$ cat config.mk
export PLATFORM = sky130hd
export DESIGN_NAME = cpu_mc
export DESIGN_NICKNAME = d
export VERILOG_FILES = /design/src/rtl/cpu_mc.sv
export SDC_FILE = /design/constraint.sdc
export NUM_CORES = 1
export LEC_CHECK = 0
export CAP_MARGIN = 20
export CELL_PAD_IN_SITES_DETAIL_PLACEMENT = 1
export CELL_PAD_IN_SITES_GLOBAL_PLACEMENT = 1
export CORE_ASPECT_RATIO = 0.7
export CORE_MARGIN = 1
export CORE_UTILIZATION = 40
export DETAILED_ROUTE_END_ITERATION = 12
export GPL_TIMING_DRIVEN = 1
export PLACE_DENSITY_LB_ADDON = 0.1
export SLEW_MARGIN = 20
export SYNTH_ARGS = -nofsm -noshare
export SYNTH_HDL_FRONTEND = slang
export SYNTH_SLANG_ARGS = --single-unit
export TNS_END_PERCENT = 50
$ cat constraint.sdc
create_clock -name clk_i -period 4.2 [get_ports clk_i]
set_input_delay 0.63 -clock clk_i [delete_from_list [all_inputs] [get_ports clk_i]]
set_output_delay 0.63 -clock clk_i [all_outputs]
set_load 0.01 [all_outputs]
$ cat src/rtl/cpu_mc.sv
// Multi-cycle accumulator CPU with a unified req/ack memory port.
// FETCH -> DECODE -> (EXEC) sequencing; HLT parks the core until reset.
module cpu_mc #(
  parameter int DATA_W = 8,
  parameter int ADDR_W = 5
) (
  input  logic              clk_i,
  input  logic              reset,
  output logic              mem_req_o,
  output logic              mem_we_o,
  output logic [ADDR_W-1:0] mem_addr_o,
  output logic [DATA_W-1:0] mem_wdata_o,
  input  logic [DATA_W-1:0] mem_rdata_i,
  input  logic              mem_ack_i,
  output logic              halted_o,
  output logic [DATA_W-1:0] acc_o,
  output logic [ADDR_W-1:0] pc_o,
  output logic [DATA_W-1:0] ir_o,
  output logic              flag_z_o,
  output logic              flag_c_o,
  output logic [1:0]        state_o
);

  typedef enum logic [1:0] {
    FETCH  = 2'd0,
    DECODE = 2'd1,
    EXEC   = 2'd2,
    HALT   = 2'd3
  } state_t;

  localparam logic [2:0] OP_LD  = 3'b000;
  localparam logic [2:0] OP_ST  = 3'b001;
  localparam logic [2:0] OP_ADD = 3'b010;
  localparam logic [2:0] OP_SUB = 3'b011;
  localparam logic [2:0] OP_JMP = 3'b100;
  localparam logic [2:0] OP_JZ  = 3'b101;
  localparam logic [2:0] OP_JC  = 3'b110;
  localparam logic [2:0] OP_HLT = 3'b111;

  state_t            state_reg, state_next;
  logic [ADDR_W-1:0] pc_reg, pc_next;
  logic [DATA_W-1:0] acc_reg, acc_next;
  logic [DATA_W-1:0] ir_reg, ir_next;
  logic              z_reg, z_next;
  logic              c_reg, c_next;

  logic [2:0]        opcode;
  logic [ADDR_W-1:0] operand;
  logic              ack;
  logic [DATA_W:0]   sum;
  logic [DATA_W:0]   diff;

  assign opcode  = ir_reg[DATA_W-1 -: 3];
  assign operand = ir_reg[ADDR_W-1:0];

  // Request is combinational from the state register so that a reset cycle
  // never issues a request, even while the state register still holds EXEC.
  assign mem_req_o   = !reset && (state_reg == FETCH || state_reg == EXEC);
  assign mem_we_o    = (state_reg == EXEC) && (opcode == OP_ST);
  assign mem_addr_o  = (state_reg == FETCH) ? pc_reg : operand;
  assign mem_wdata_o = acc_reg;
  assign ack         = mem_req_o && mem_ack_i;

  // The top bit of the widened difference is the borrow (acc < rdata).
  assign sum  = {1'b0, acc_reg} + {1'b0, mem_rdata_i};
  assign diff = {1'b0, acc_reg} - {1'b0, mem_rdata_i};

  always_comb begin
    state_next = state_reg;
    pc_next    = pc_reg;
    acc_next   = acc_reg;
    ir_next    = ir_reg;
    z_next     = z_reg;
    c_next     = c_reg;
    case (state_reg)
      FETCH: begin
        if (ack) begin
          ir_next    = mem_rdata_i;
          pc_next    = pc_reg + ADDR_W'(1);
          state_next = DECODE;
        end
      end
      DECODE: begin
        state_next = FETCH;
        case (opcode)
          OP_JMP: pc_next = operand;
          OP_JZ:  if (z_reg) pc_next = operand;
          OP_JC:  if (c_reg) pc_next = operand;
          OP_HLT: state_next = HALT;
          default: state_next = EXEC;
        endcase
      end
      EXEC: begin
        if (ack) begin
          state_next = FETCH;
          case (opcode)
            OP_LD: begin
              acc_next = mem_rdata_i;
              z_next   = (mem_rdata_i == '0);
            end
            OP_ADD: begin
              acc_next = sum[DATA_W-1:0];
              c_next   = sum[DATA_W];
              z_next   = (sum[DATA_W-1:0] == '0);
            end
            OP_SUB: begin
              acc_next = diff[DATA_W-1:0];
              c_next   = diff[DATA_W];
              z_next   = (diff[DATA_W-1:0] == '0);
            end
            default: ;
          endcase
        end
      end
      HALT: state_next = HALT;
      default: state_next = FETCH;
    endcase
  end

  always_ff @(posedge clk_i) begin
    if (reset) begin
      state_reg <= FETCH;
      pc_reg    <= '0;
      acc_reg   <= '0;
      ir_reg    <= '0;
      z_reg     <= 1'b0;
      c_reg     <= 1'b0;
    end else begin
      state_reg <= state_next;
      pc_reg    <= pc_next;
      acc_reg   <= acc_next;
      ir_reg    <= ir_next;
      z_reg     <= z_next;
      c_reg     <= c_next;
    end
  end

  assign halted_o = (state_reg == HALT);
  assign acc_o    = acc_reg;
  assign pc_o     = pc_reg;
  assign ir_o     = ir_reg;
  assign flag_z_o = z_reg;
  assign flag_c_o = c_reg;
  assign state_o  = state_reg;

endmodule

==> run summary, run 1 <==
Synth unique cells = 58
Pleak = 1.03 nW
Hold endpoint = ir_o[0]$_SDFFE_PP0P_
Worst slew margin = 37.5%
CTS tree = yes
Setup violators final = 0
GRT met1 Usage = 35.4%
Iteration-0 DRC Markers = 130
First drt pass iteration count = 4
Worst Path Required = 4400 ps
Routed len/inst = 17.4 microns
Routed Wire Length = 6930 microns
Reg2Reg Capture Point = acc_o[6]$_SDFFE_PP0P_
CTS root buf = clkbuf_8
Largest family of logic cells by synthesized area = simple AND/OR/NAND/NOR gates
Total GRT Usage = 24.2%
Switching Fraction = 32.5%
Max Cap Violations = 0
Initial antenna violation count = 0
Die footprint = 0.00610 sq mm
Clock power share = 26.0%
Actual slew at the worst max-slew pin = 935 ps
Post-synth EDFFs = 0
Std cell rows = 22
Register share of total power = 45.1%
CP max FO = 5
Hold crit path type = reg2reg
Final-stage net count = 357
Post-CTS sizing = 0
Setup CP Type = in2reg
Io pins = 52
Via/cell ratio = 5.60
Reg area = 500 sq um
Post-Synth Simple-Gate Area = 27.2%
WHS Path Cells = 2
RePlAce Congestion = 0.875
Worst Reg-to-Reg Cells = 10
Synthesized instance count = 292
Grt ovf = 0
I/O Buffers = 51
Syn Nets = 322
Tot Pwr = 0.000578 W
Post-synthesis adder-cell area fraction = 10.9%
Peak VDD IR = 0.000139 V
Crit path time final = 3170 ps
Worst skew pair latency = 280 ps
Vias in the first global route = 2,169
Netlist Area Pre-Place = 0.00232 sq mm
Crit start category = input pin
Synth Warn # = 0
Switch Pwr = 0.000188 W
First-pass GRT wire length = 11,400 microns
Antenna Nets Post-Route = 0
Comb pwr share = 29.0%
Fmax = 316 MHz
GR peak layer = met2
Core area = 0.00540 sq mm
FFs w/ async S/R, synth = 0%
Fill cell count = 669
CP Data Arrival Time = 3370 ps
RSZ-0062 raised after global routing = no
Largest net degree at the start of global routing = 30
Portion of netlist area occupied by mux cells = 5.02%
CTS Buf Count = 3
Synth Area in XOR/XNOR = 2.27%
FF-to-FF setup slack = 1660 ps
Clock Pin Slew Worst Setup and Hold Paths = 100 ps
# diodes = 0
Hpwl dp = 5280 microns
Hold_buf cts = 0
Worst r2r src = acc_o[0]$_SDFFE_PP0P_
Postcts setup bufs = 0
Vias = 2,227
Share of layout cells above drive strength 1 = 7.67%
Die height = 65.7 microns
Synth Register Bits = 25
Clock Sinks = 25
Buffer levels on the longest clock path = 2
Met2 Track Usage GR = 37.8%
Post-synthesis compound-gate area fraction = 24.4%
Final Skew = 8.18 ps
Top FF cell, synth = dfxtp_1
Max-slew violation count = 0
HP Start = ir_o[0]$_SDFFE_PP0P_
Fin crit share = 75.5%
Die width = 92.9 microns
Multi-input gate area = 0.00162 sq mm
Outcome = completed
Internal power = 0.000390 W
Seq/Total Area, Yosys = 21.6%
Initial Utilization = 42.9%
# DRC = 0
Area Overhead vs Synth = 22.2%
Avg Synthesized Cell Area = 7.93 sq um
Power Density = 204 mW/mm^2
H-tree depth = 1
Met3 GRT Util = 3.24%
Final hold vios = 0
CP Capture Type = register
Setup TNS = 0 ps
worst max-delay path by stage:
stage	start	to	slack, ps	cells past startpoint
5_1_grt	mem_rdata_i[0]	acc_o[6]$_SDFFE_PP0P_	940	10
6_report	mem_rdata_i[0]	acc_o[6]$_SDFFE_PP0P_	1030	10
4_1_cts	mem_rdata_i[0]	acc_o[6]$_SDFFE_PP0P_	1110	10
3_3_place_gp	mem_rdata_i[0]	acc_o[6]$_SDFFE_PP0P_	860	10
3_5_place_dp	mem_rdata_i[0]	acc_o[6]$_SDFFE_PP0P_	830	10
2_1_floorplan	mem_rdata_i[2]	acc_o[7]$_SDFFE_PP0P_	1930	9
Yosys cell counts (all sizes together), types with 3 or more instances:
library cell / instances / area, sq um
a211o: 3 / 26.3
a211oi: 5 / 47.5
a21oi: 27 / 139
a311oi: 3 / 32.5
a31oi: 3 / 18.8
buf: 20 / 135
clkbuf: 3 / 11.3
dfxtp: 25 / 500
ha: 17 / 213
inv: 14 / 52.6
mux2: 5 / 56.3
mux2i: 6 / 60.1
nand2: 30 / 113
nand2b: 10 / 70.1
nand3b: 4 / 30.0
nor2: 32 / 130
nor2b: 9 / 63.8
nor3: 7 / 46.3
nor3b: 4 / 30.0
nor4: 3 / 18.8
o21a: 6 / 45.0
o21ai: 15 / 78.8
o21bai: 3 / 22.5
o31a: 4 / 35.0
or2: 4 / 25.0
xnor2: 5 / 43.8
cell type report:
type | instances | share of cell area, %
clock buffer | 4 | 1.59
tap | 72 | 3.18
inverter | 14 | 1.86
multi-input combinational | 230 | 57.1
timing repair buffer | 53 | 18.6
sequential | 25 | 17.7
flip-flops by register name, summed over array words and instances (netlist names):
name / count
pc_o: 5
flag_c_o: 1
flag_z_o: 1
ir_o: 8
acc_o: 8
state_o: 2
power by group through the flow:
stage	sequential, W	combinational (W)	clock (W)
2_1_floorplan	0.000262	0.000110	0
3_3_place_gp	0.000266	0.000163	0
3_5_place_dp	0.000266	0.000166	0
4_1_cts	0.000261	0.000167	0.000152
5_1_grt	0.000263	0.000184	0.000166
6_report	0.000261	0.000167	0.000150
layout by cell type (no fill, tap or decap), types with 2 or more instances in the layout:
cell type and instances:
nor4_1 3, nor3_1 6, clkbuf_8 3, or2_0 3, a311oi_1 2, a21oi_1 26, inv_1 14, a211o_1 3
a211oi_1 3, xnor2_1 5, ha_1 17, buf_4 2, dfxtp_1 25, mux2i_1 6, o21bai_1 3, a211oi_2 2
nor3b_1 4, nand4_1 2, o31a_1 4, nand3_1 2, o21ai_1 2, o21a_1 6, fa_1 2, o21ai_0 12
o211ai_1 2, nand2_1 30, a21o_1 2, nor2b_1 8, nor2_1 30, a41oi_1 2, nand3b_1 4, a31oi_1 3
clkdlybuf4s50_1 51, mux2_2 5, nand2b_1 9
routing by layer:
layer	up-vias	part of all wire, %
met5	-	0
met4	0	0.81
met3	6	4.4
met2	49	44
met1	1082	51
li1	1090	-
logic make-up (layout without fill, tap and decap cells):
| group | count (synthesis) | after routing |
|---|---|---|
| muxes | 11 | 11 |
| adders and majority gates | 19 | 19 |
| DFF | 25 | 25 |
| buffers and inverters | 37 | 71 |
| and+or+nand+nor | 113 | 113 |
| AOI/OAI and AO/OA | 81 | 81 |
| xor gates and xnor gates | 6 | 6 |
metrics by stage:
| stage | hold WS (ps) | worst slack, ps | cell area (sq um) | util [%] | std cells |
|---|---|---|---|---|---|
| after global placement | 482 | 859 | 2790 | 51.6 | 394 |
| after global routing | 528 | 937 | 2830 | 52.5 | 398 |
| after CTS | 505 | 1110 | 2830 | 52.5 | 398 |
| after detailed placement | 488 | 835 | 2790 | 51.6 | 394 |
| final | 501 | 1030 | 2830 | 52.5 | 398 |
| after floorplan | 502 | 1930 | 2320 | - | 292 |
worst max-delay path: stages:
cell             delay, ps
clkdlybuf4s50_1        640
ha_1                   230
inv_1                   60
fa_1                   470
a211oi_2               230
nor2_1                 140
o31a_1                 280
a21oi_1                310
a222oi_1               130
a211oi_1               250
No activity file was read; power rests on OpenSTA's default activity.
==> run 2, diff against run 1 <==
CORE_UTILIZATION = 34   (was 40)
clock period = 2.7 ns   (was 4.2 ns; I/O delays follow)
==> run 2 against run 1 <==
Effect of this change:
- via count is 2.9% higher
- clock-buffer cell count stayed put
- flip-flop and latch count stayed put
- worst hold slack worse by 4.0 ps
- clock skew is 3.5 ps lower
- critical endpoint unchanged
- register-to-register slack worse by 1300 ps
- worst setup slack worse by 860 ps
- non-clock buffer count is 20 higher
- design area is 6.1% higher
- largest cell class unchanged
==> run summary, run 2 (synthesis results as in run 1) <==
Outcome = completed
Worst slew margin = 53.0%
Placement Cell Area = 0.00296 sq mm
Delay-heaviest family, CP = compound AO/OA/AOI/OAI gates
Final hold vios = 0
Core Util, Final = 47.0%
Setup violators final = 0
Comb pwr share = 31.3%
Power Density = 308 mW/mm^2
Register share of total power = 43.3%
Vias in the first global route = 2,266
# DRC = 0
Switch Pwr = 0.000297 W
Grt ovf = 0
I/O Buffers = 51
Final-stage net count = 377
Max-slew violation count = 0
Routed Wire Length = 6950 microns
Clock Pin Slew Worst Setup and Hold Paths = 100 ps
Hold endpoint = ir_o[4]$_SDFFE_PP0P_
Buffer levels on the longest clock path = 2
First drt pass iteration count = 5
Std cell rows = 24
Total GRT Usage = 20.5%
Pleak = 1.13 nW
Vias = 2,291
Clock power share = 25.4%
Max incr delay on CP = 490 ps
HP Start = ir_o[4]$_SDFFE_PP0P_
Crit path time final = 2530 ps
CTS Buf Count = 3
Worst r2r src = acc_o[0]$_SDFFE_PP0P_
Crit-path cells = clkdlybuf4s50_1 > ha_1 > inv_1 > fa_1 > a211oi_2 > nor2_1 > o31a_1 > a21oi_1 > a222oi_1 > a211oi_1
Hold_buf cts = 0
Die width = 101 microns
Crit start category = input pin
Switching Fraction = 32.1%
Die height = 71.1 microns
Setup CP Type = in2reg
FF-to-FF setup slack = 370 ps
CTS root buf = clkbuf_8
Levels on crit path = 10
Iteration-0 DRC Markers = 76
WHS Path Cells = 2
Fin area = 0.00300 sq mm
Via/cell ratio = 5.24
Core area = 0.00640 sq mm
RSZ-0062 raised after global routing = no
CTS tree = yes
CP Data Arrival Time = 2730 ps
Post-CTS sizing = 0
Hpwl dp = 5450 microns
# diodes = 0
Antenna Nets Post-Route = 0
RePlAce Congestion = 0.861
Largest net degree at the start of global routing = 29
Worst skew pair latency = 270 ps
CP max FO = 3
Worst Path Required = 2890 ps
Share of layout cells above drive strength 1 = 13.0%
Peak VDD IR = 0.000239 V
Routed len/inst = 15.9 microns
Commonest non-fill, non-tap cell in the layout = clkdlybuf4s50_1
Commonest non-fill, non-tap cells in the layout = 51 x clkdlybuf4s50_1, 30 x nor2_1, 30 x nand2_1, 26 x a21oi_1, 25 x dfxtp_1
Final Skew = 4.68 ps
Hold crit path type = reg2reg
Clock Sinks = 25
Fin crit share = 93.8%
Fmax = 395 MHz
Initial antenna violation count = 0
Internal power = 0.000627 W
Io pins = 52
First-pass GRT wire length = 11,600 microns
H-tree depth = 1
Postcts setup bufs = 0
Fill cell count = 797
Worst path slowest cell = clkdlybuf4s50_1
Max Cap Violations = 0
CP Capture Type = register
CP Buf/Inv Count = 2
Actual slew at the worst max-slew pin = 705 ps
Die footprint = 0.00715 sq mm
Initial Utilization = 36.2%
Area Overhead vs Synth = 29.7%
Reg2Reg Capture Point = acc_o[6]$_SDFFE_PP0P_
Worst Reg-to-Reg Cells = 10
-- run 2: final cells by class --
cell class	instances	area (sq um)	area share, %
inverters	14	52.6	1.75
well taps	91	114	3.79
clock buffers	4	45.0	1.50
repair buffers	73	676	22.5
flip-flops and latches	25	500	16.7
multi-input cells	230	1620	53.8
-- run 2: worst register-to-register path, stage by stage, from the launching register on --
cell	delay [ps]
dfxtp_1	360
inv_1	70
ha_1	160
inv_1	60
fa_1	410
a211oi_2	210
nor2_1	110
o31a_1	270
a21oi_1	210
a222oi_1	130
a211oi_1	250
-- run 2: worst max-delay path by stage --
stage | startpoint | endpoint | slack (ps)
2_1_floorplan | mem_rdata_i[2] | acc_o[7]$_SDFFE_PP0P_ | 660
3_3_place_gp | mem_rdata_i[0] | acc_o[6]$_SDFFE_PP0P_ | -20
3_5_place_dp | mem_rdata_i[0] | acc_o[6]$_SDFFE_PP0P_ | -90
4_1_cts | mem_rdata_i[0] | acc_o[6]$_SDFFE_PP0P_ | 170
5_1_grt | mem_rdata_i[0] | acc_o[6]$_SDFFE_PP0P_ | 90
6_report | mem_rdata_i[0] | acc_o[6]$_SDFFE_PP0P_ | 170
-- run 2: through the flow --
step	total power, W	std cells	setup WS, ps	setup TNS [ps]	hold WS [ps]
floorplan	0.000578	292	657	0	502
global placement	0.000692	433	-19.7	-19.7	484
detailed placement	0.000696	433	-92.8	-158	490
CTS	0.000933	437	175	0	505
global route	0.000980	437	89.9	0	528
finish	0.000924	437	166	0	497
-- run 2: routing by layer --
metal	vias up	global-route usage, %	wire length, microns
met5	-	0	0
met4	0	1.93	27
met3	2	2.67	275
met2	50	32.4	2940
met1	1112	30.7	3700
li1	1127	-	-
-- run 2: power groups by stage --
stage / combinational [W] / clock, W / sequential [W]
2_1_floorplan: 0.000171 / 0 / 0.000408
3_3_place_gp: 0.000284 / 0 / 0.000408
3_5_place_dp: 0.000288 / 0 / 0.000408
4_1_cts: 0.000291 / 0.000242 / 0.000400
5_1_grt: 0.000317 / 0.000261 / 0.000403
6_report: 0.000290 / 0.000235 / 0.000400
==> run 3, diff against run 2 <==
ABC_CLOCK_PERIOD_IN_PS = 2700   (was unset)
==> results of run 3 <==
No change in the layout: final DEF, timing and power equal those of run 2.
